===== config.mk =====
export PLATFORM = sky130hd
export DESIGN_NAME = multdiv_ctrl
export DESIGN_NICKNAME = d
export VERILOG_FILES = /design/src/rtl/multdiv_ctrl.sv
export SDC_FILE = /design/constraint.sdc
export NUM_CORES = 1
export LEC_CHECK = 0
export ABC_CLOCK_PERIOD_IN_PS = 5500
export CELL_PAD_IN_SITES_DETAIL_PLACEMENT = 1
export CELL_PAD_IN_SITES_GLOBAL_PLACEMENT = 2
export CORE_ASPECT_RATIO = 1.4
export CORE_MARGIN = 2
export CORE_UTILIZATION = 27
export DETAILED_ROUTE_END_ITERATION = 10
export GPL_TIMING_DRIVEN = 0
export PLACE_DENSITY = 0.84
export SLEW_MARGIN = 20
export SYNTH_ARGS = -nofsm -noshare
export SYNTH_HDL_FRONTEND = slang
export SYNTH_SLANG_ARGS = --single-unit
export TNS_END_PERCENT = 10

===== constraint.sdc =====
create_clock -name clock -period 5.5 [get_ports clock]
set_input_delay 0.55 -clock clock [delete_from_list [all_inputs] [get_ports clock]]
set_output_delay 0.55 -clock clock [all_outputs]
set_load 0.05 [all_outputs]

===== src/rtl/multdiv_ctrl.sv =====
// multdiv_ctrl: sequential Booth multiply / restoring divide sequencer driving a shared 32-bit add/sub unit.
// Divide support is built only when MULTDIV_CTRL_DIV_EN is defined; otherwise ctrl_DIV reports an exception.
module multdiv_ctrl (
   input  logic        clock,
   input  logic        reset,
   input  logic [31:0] data_operandA,
   input  logic [31:0] data_operandB,
   input  logic        ctrl_MULT,
   input  logic        ctrl_DIV,
   output logic [31:0] add_A,
   output logic [31:0] add_B,
   output logic        add_subTrue,
   input  logic [31:0] add_S,
   input  logic        add_overflow,
   output logic [31:0] data_result,
   output logic        data_exception,
   output logic        data_resultRDY
);
`ifdef MULTDIV_CTRL_DIV_EN
   typedef enum logic [2:0] {IDLE, MUL_ITER, DIV_ABS_A, DIV_ABS_B, DIV_ITER, DIV_SIGN, DONE} state_t;
`else
   typedef enum logic [2:0] {IDLE, MUL_ITER, DONE} state_t;
`endif
   state_t state, nextState;
   logic [4:0]  count;
   logic [31:0] opA, hi, lo;
   logic        q, isDiv;
   logic        start, mulSign, mulExc;
   assign start   = ctrl_MULT | ctrl_DIV;
   // sign of the true sum, valid even when the 32-bit add overflowed
   assign mulSign = add_S[31] ^ add_overflow;
   assign mulExc  = hi != {32{lo[31]}};
`ifdef MULTDIV_CTRL_DIV_EN
   logic [31:0] opB, divMag, remShift;
   logic        borrow, divExc;
   assign remShift = {hi[30:0], lo[31]};
   // unsigned compare from a signed subtractor: differing MSBs decide directly
   assign borrow   = (remShift[31] != divMag[31]) ? divMag[31] : add_S[31];
   assign divExc   = (opB == 32'd0) || (opA == 32'h8000_0000 && opB == 32'hFFFF_FFFF);
`endif
   always_ff @(posedge clock or posedge reset)
      if (reset) state <= IDLE;
      else state <= nextState;
   always_comb begin
      nextState   = state;
      add_A       = '0;
      add_B       = '0;
      add_subTrue = 1'b0;
      case (state)
         MUL_ITER: begin
            add_A       = hi;
            add_B       = (lo[0] ^ q) ? opA : '0;
            add_subTrue = lo[0] & ~q;
            nextState   = (count == 5'd31) ? DONE : MUL_ITER;
         end
`ifdef MULTDIV_CTRL_DIV_EN
         DIV_ABS_A: begin
            add_B       = opA;
            add_subTrue = 1'b1;
            nextState   = DIV_ABS_B;
         end
         DIV_ABS_B: begin
            add_B       = opB;
            add_subTrue = 1'b1;
            nextState   = DIV_ITER;
         end
         DIV_ITER: begin
            add_A       = remShift;
            add_B       = divMag;
            add_subTrue = 1'b1;
            nextState   = (count == 5'd31) ? DIV_SIGN : DIV_ITER;
         end
         DIV_SIGN: begin
            add_B       = lo;
            add_subTrue = 1'b1;
            nextState   = DONE;
         end
`endif
         DONE:    nextState = IDLE;
         default: nextState = state;
      endcase
`ifdef MULTDIV_CTRL_DIV_EN
      if (start) nextState = ctrl_MULT ? MUL_ITER : DIV_ABS_A;
`else
      if (start) nextState = ctrl_MULT ? MUL_ITER : DONE;
`endif
   end
   always_ff @(posedge clock or posedge reset) begin
      if (reset) begin
         count          <= '0;
         opA            <= '0;
         hi             <= '0;
         lo             <= '0;
         q              <= 1'b0;
         isDiv          <= 1'b0;
         data_result    <= '0;
         data_exception <= 1'b0;
         data_resultRDY <= 1'b0;
`ifdef MULTDIV_CTRL_DIV_EN
         opB            <= '0;
         divMag         <= '0;
`endif
      end else begin
         data_resultRDY <= 1'b0;
         if (start) begin
            count          <= '0;
            opA            <= data_operandA;
            hi             <= '0;
            lo             <= data_operandB;
            q              <= 1'b0;
            isDiv          <= ~ctrl_MULT;
            data_result    <= '0;
            data_exception <= 1'b0;
`ifdef MULTDIV_CTRL_DIV_EN
            opB            <= data_operandB;
`endif
         end else begin
            case (state)
               MUL_ITER: begin
                  hi    <= {mulSign, add_S[31:1]};
                  lo    <= {add_S[0], lo[31:1]};
                  q     <= lo[0];
                  count <= count + 5'd1;
               end
`ifdef MULTDIV_CTRL_DIV_EN
               DIV_ABS_A: lo <= opA[31] ? add_S : opA;
               DIV_ABS_B: divMag <= opB[31] ? add_S : opB;
               DIV_ITER: begin
                  hi    <= borrow ? remShift : add_S;
                  lo    <= {lo[30:0], ~borrow};
                  count <= count + 5'd1;
               end
               DIV_SIGN: begin
                  data_result    <= divExc ? '0 : ((opA[31] ^ opB[31]) ? add_S : lo);
                  data_exception <= divExc;
                  data_resultRDY <= 1'b1;
               end
               DONE: if (!isDiv) begin
                  data_result    <= lo;
                  data_exception <= mulExc;
                  data_resultRDY <= 1'b1;
               end
`else
               DONE: begin
                  data_result    <= isDiv ? '0 : lo;
                  data_exception <= isDiv | mulExc;
                  data_resultRDY <= 1'b1;
               end
`endif
               default: ;
            endcase
         end
      end
   end
endmodule


* After elaboration in Yosys (flattened, before gate mapping)
Index checks and enable logic that the tools add are counted.
** Word-level totals
- Register bits :: 140
- Output and inout bits :: 99
- Word-level logic and storage cells :: 48
** Operators by class
- Add/subtract/negate cells :: 1
- Equal/unequal tests :: 4
- Mux-type cells :: 23
- Bitwise gates (word level) :: 7
- Reductions and logical operators :: 3
** Operators with widths (count)
- 32-bit two-way mux :: 10
- 32-bit inequality test :: 1
- 5-bit two-way mux :: 2
- 1-bit two-way mux :: 7
- 3-bit one-hot mux with 2 select lines :: 1
- 5-bit by 1-bit adder with 5-bit output (second input constant) :: 1
- 5-bit equality test (second input constant) :: 1
- 2-bit two-way mux :: 2
- 2-bit nonzero test :: 2
- 3-bit by 1-bit equality test with 1-bit output (second input constant) :: 1
- 3-bit by 2-bit equality test with 1-bit output (second input constant) :: 1
- 3-bit two-way mux :: 1
- 3-bit nonzero test :: 1
- 1-bit inverter :: 2
- 1-bit OR :: 2
- 1-bit XOR :: 2
- 1-bit AND :: 1

* Depth between registers and ports, before layout
- Depth after elaboration :: 4
- Depth in mapped cells :: 6
- Mapped depth without buffers :: 5

* Worst setup path after synthesis
No wires, ideal clock.
- Path kind :: register to output
- Start :: register state[0]
- End :: output port add_A[0]
- Data arrival time :: 1552 ps
- Data required time :: 4950 ps
- Slack :: 3398 ps
- Stages on the path, launching flop included :: 6
- Buffers on the path :: 3
- Path through :: dfrtp_1 > nor2b_1 > clkbuf_1 > buf_2 > clkbuf_1 > and2_1
** Between the ends
- Cells in the longest elaborated chain, start to end :: 2
** Ends and longest elaborated chain
- start: declaration :: line 24 : state_t state, nextState;
- start signal: assignment :: line 43 : else state <= nextState;
- 3-bit by 1-bit equality test with 1-bit output :: line 49 : case (state)
- 32-bit two-way mux :: line 49
- end: declaration :: line 10 : output logic [31:0] add_A,
Every way passes these cells.

* Worst setup path after layout
- Start :: register lo[0]
- End :: output port add_B[30]
** Between the ends
- Cells in the longest elaborated chain, start to end :: 3
** Ends and longest elaborated chain
- start: declaration :: line 26 : logic [31:0] opA, hi, lo;
- start signal: assignment :: line 109 : lo <= data_operandB;
- start signal: assignment :: line 121 : lo <= {add_S[0], lo[31:1]};
- 1-bit XOR :: line 52 : add_B = (lo[0] ^ q) ? opA : '0;
- 32-bit two-way mux :: line 52
- 32-bit two-way mux :: line 49
- end: declaration :: line 11 : output logic [31:0] add_B,
Every way passes these cells.

==> results.md <==
* Gate power share at 0.188
* R2r worst-path depth at 5
* Longest Clk Path Bufs at 2
* Share of cells above drive strength 1 at 0.0540
* Peak VDD IR at 0.200 mV
* Clk_skew at 0.00963 ns
* # Post-CTS Setup Buffers at 0
* Ports at 200
* CTS tree: done
* Switching pwr at 826 uW
* Core Box Area at 22400 sq um
* Cts repair resizes at 0
* # rows at 65
* Max incr delay on CP at 0.85 ns
* Starting DRT DRC Count at 170
* Syn_nets at 780
* Placer Congestion at 0.736
* Post-synthesis cell type count at 32
* Worst R2R Start: lo[31]
* Sw Share at 0.298
* Largest net degree at the start of global routing at 78
* Reg2reg setup slack at 3.69 ns
* Synthesized area at 6130 sq um
* Fmax at 288 MHz
* Design Power at 2770 uW
* Port Buffers at 199
* Minimum clock period at 3.47 ns
* Post-route DRC at 0
* Count of final max-slew check failures at 0
* FF/Latch Area at 3480 sq um
* Die height at 182 um
* Fin Setup TNS at 0 ns
* Critical path peak fanout at 10
* Die Span X at 131 um
* Setup slack after placement at 2.39 ns
* Hold bufs inserted after CTS at 0
* Post-Synthesis Cells at 676
* Initial core utilization at 0.273
* WP data arrival at 2.92 ns
* Worst Hold Depth at 2
* Seq/Total Area, Yosys at 0.568
* Fillers at 2631
* Final Hold Fails at 0
* Critical path class: flip-flop to output port
* Hold path start: opA[30]
* Critical Path End Type: output port
* Total Routing Usage GR at 0.174
* Antenna violations before repair at 0
* Post-DP HPWL at 14900 um
* H-tree depth at 4
* Number of synthesized register bits at 139
* Clock slew at reported path FFs at 0.06 ns
* Clock Power Share at 0.403
* Leading area contributor after synthesis: dfrtp_1
* Crit start category: flip-flop
* WHS Endpoint: opA[30]
* Worst EP required at 4.95 ns
* Status: finished clean
* Syn avg cell area at 9.06 sq um
* ANT nets after route at 0
* First-pass GRT wire length at 32500 um
* Sequential Power Share at 0.409
* HP Class: flip-flop to flip-flop
* Post-synth ARST share at 1.00
* Leak pwr at 0.00396 uW
* Number of nets in the layout at 999
* Crit path from: lo[0]
* GRT Residual Overflow at 0
* Prevailing post-synth register cell: dfrtp_1
* Layout area overhead at 48.5%
* Area of the multi-input gates at 2430 sq um
* Placed instance area at 8530 sq um
* Die ar. at 23900 sq um
* Clk Latency, worst-skew pair at 0.43 ns
* R2r endpoint: data_exception
* PwrDens at 305 nW/um^2
* Final WL at 20200 um
* CTS sink cnt at 139
* Setup violators final at 0
* DR vias at 5526
* Final Cell Area at 9100 sq um
* Worst path top cell family by delay: buffers and inverters
* CTS Buf Count at 17
* Max capacitance violation total at 0
* Routed vias/inst at 4.57
* Area contributors post-synth: dfrtp_1, nand2_1, and2_1
* CP cell instances: ha_1 > nor2_1 > clkbuf_1 > and2_1 > clkdlybuf4s50_1
* # diodes at 0
* Vias in the first global route at 5955
* Max-slew headroom at 0.594
* Post-synth top area share at 0.568
* CP Buf/Inv Count at 2
* Final WS setup at 2.03 ns
* Internal power at 1950 uW
* Ys Warns at 0
* RSZ-0062 raised after global routing: no
* Worst Tran Pin Value at 0.607 ns
* Root Driver: clkbuf_16
* Critical-path top delay cell: clkdlybuf4s50_1
* DR pass1 iterations at 4
* Tcrit/Tclk final at 0.630
* Wirelength per Cell at 16.7 um
* Number of flops mapped to enable cells by yosys at 0
## layer usage
layer	track usage	vias up	wire length (um)	part of all wire
met5	0	-	0	0
met4	0.0696	0	498	0.025
met3	0.0414	26	830	0.041
met2	0.308	120	10600	0.52
met1	0.202	2718	8270	0.41
li1	-	2662	-	-
## cell usage after synthesis, drive strengths merged (3+ instances only)
cell type and n:
and2 66, nor4 6, a31oi 36, clkbuf 25, ha 3, a22o 33, dfrtp 139, nand2 232
a21oi 35, inv 4, nand3 3, buf 22, nand4 6, nor2 45, nor3 7
## flip-flops by register name (all words and copies together), names as in the netlist
register / flops
count: 5
data_exception: 1
isDiv: 1
opA: 32
hi: 32
q: 1
data_result: 32
lo: 32
state: 2
data_resultRDY: 1
## how the worst max path moves through the flow
stage	to	slack, ns	cells after the start
final	add_B[30]	2.03	5
after global routing	add_B[25]	1.82	5
after CTS	add_B[30]	1.92	5
after detailed placement	add_B[30]	2.39	5
after global placement	hi[12]	-1.12	2
after floorplan	count[0]	1.23	1
## final cells by class
cell class / count / area share
multi-input cells: 486 / 0.267
clock buffers: 23 / 0.0525
inverters: 4 / 0.00248
plain buffers: 47 / 0.0224
repair buffers: 200 / 0.222
clock inverters: 9 / 0.00977
flip-flops and latches: 139 / 0.382
well taps: 301 / 0.0414
## per-stage QoR
stage                util  std cells  hold slack [ns]
finish              0.405       1209            0.457
global route        0.405       1209            0.478
CTS                 0.405       1209            0.462
detailed placement  0.380       1177            0.448
global placement    0.378       1176            0.441
floorplan               -        676            0.430
## power by group through the flow
| stage | Sequential, uW | Combinational [uW] | Clock [uW] |
|---|---|---|---|
| 4_1_cts | 1140 | 533 | 1150 |
| 6_report | 1130 | 521 | 1120 |
| 3_5_place_dp | 1150 | 530 | 0 |
| 3_3_place_gp | 1150 | 522 | 0 |
| 5_1_grt | 1140 | 568 | 1190 |
| 2_1_floorplan | 1190 | 264 | 0 |
## placed cells by master, fill, tap and decap left out, types with 6 or more instances in the layout
| cell | instances |
|---|---|
| dfrtp_1 | 139 |
| nor3_1 | 6 |
| a31oi_1 | 36 |
| clkbuf_16 | 17 |
| nor2_1 | 44 |
| buf_2 | 10 |
| clkbuf_1 | 28 |
| buf_1 | 10 |
| and2_1 | 65 |
| nand2_1 | 231 |
| clkdlybuf4s50_1 | 199 |
| a21oi_1 | 35 |
| a22o_1 | 33 |
| nand4_1 | 6 |
## worst register-to-register path, cell delays in order, from the launching register on
cell and delay [ns]:
dfrtp_1 0.42, buf_6 0.17, nor4_1 0.21, a31oi_1 0.14, or4_1 0.56, a22o_1 0.20
## kinds of logic (layout without fill, tap and decap cells)
kind of cell / Yosys count / after routing / synth area share
xor+xnor: 4 / 4 / 0.00572
compound gates: 107 / 107 / 0.116
simple gates: 372 / 372 / 0.269
fa+ha+maj: 3 / 3 / 0.00613
buf+inv: 51 / 283 / 0.0357
flops: 139 / 139 / 0.568
Note: power is estimated with default switching activity, not from simulation.
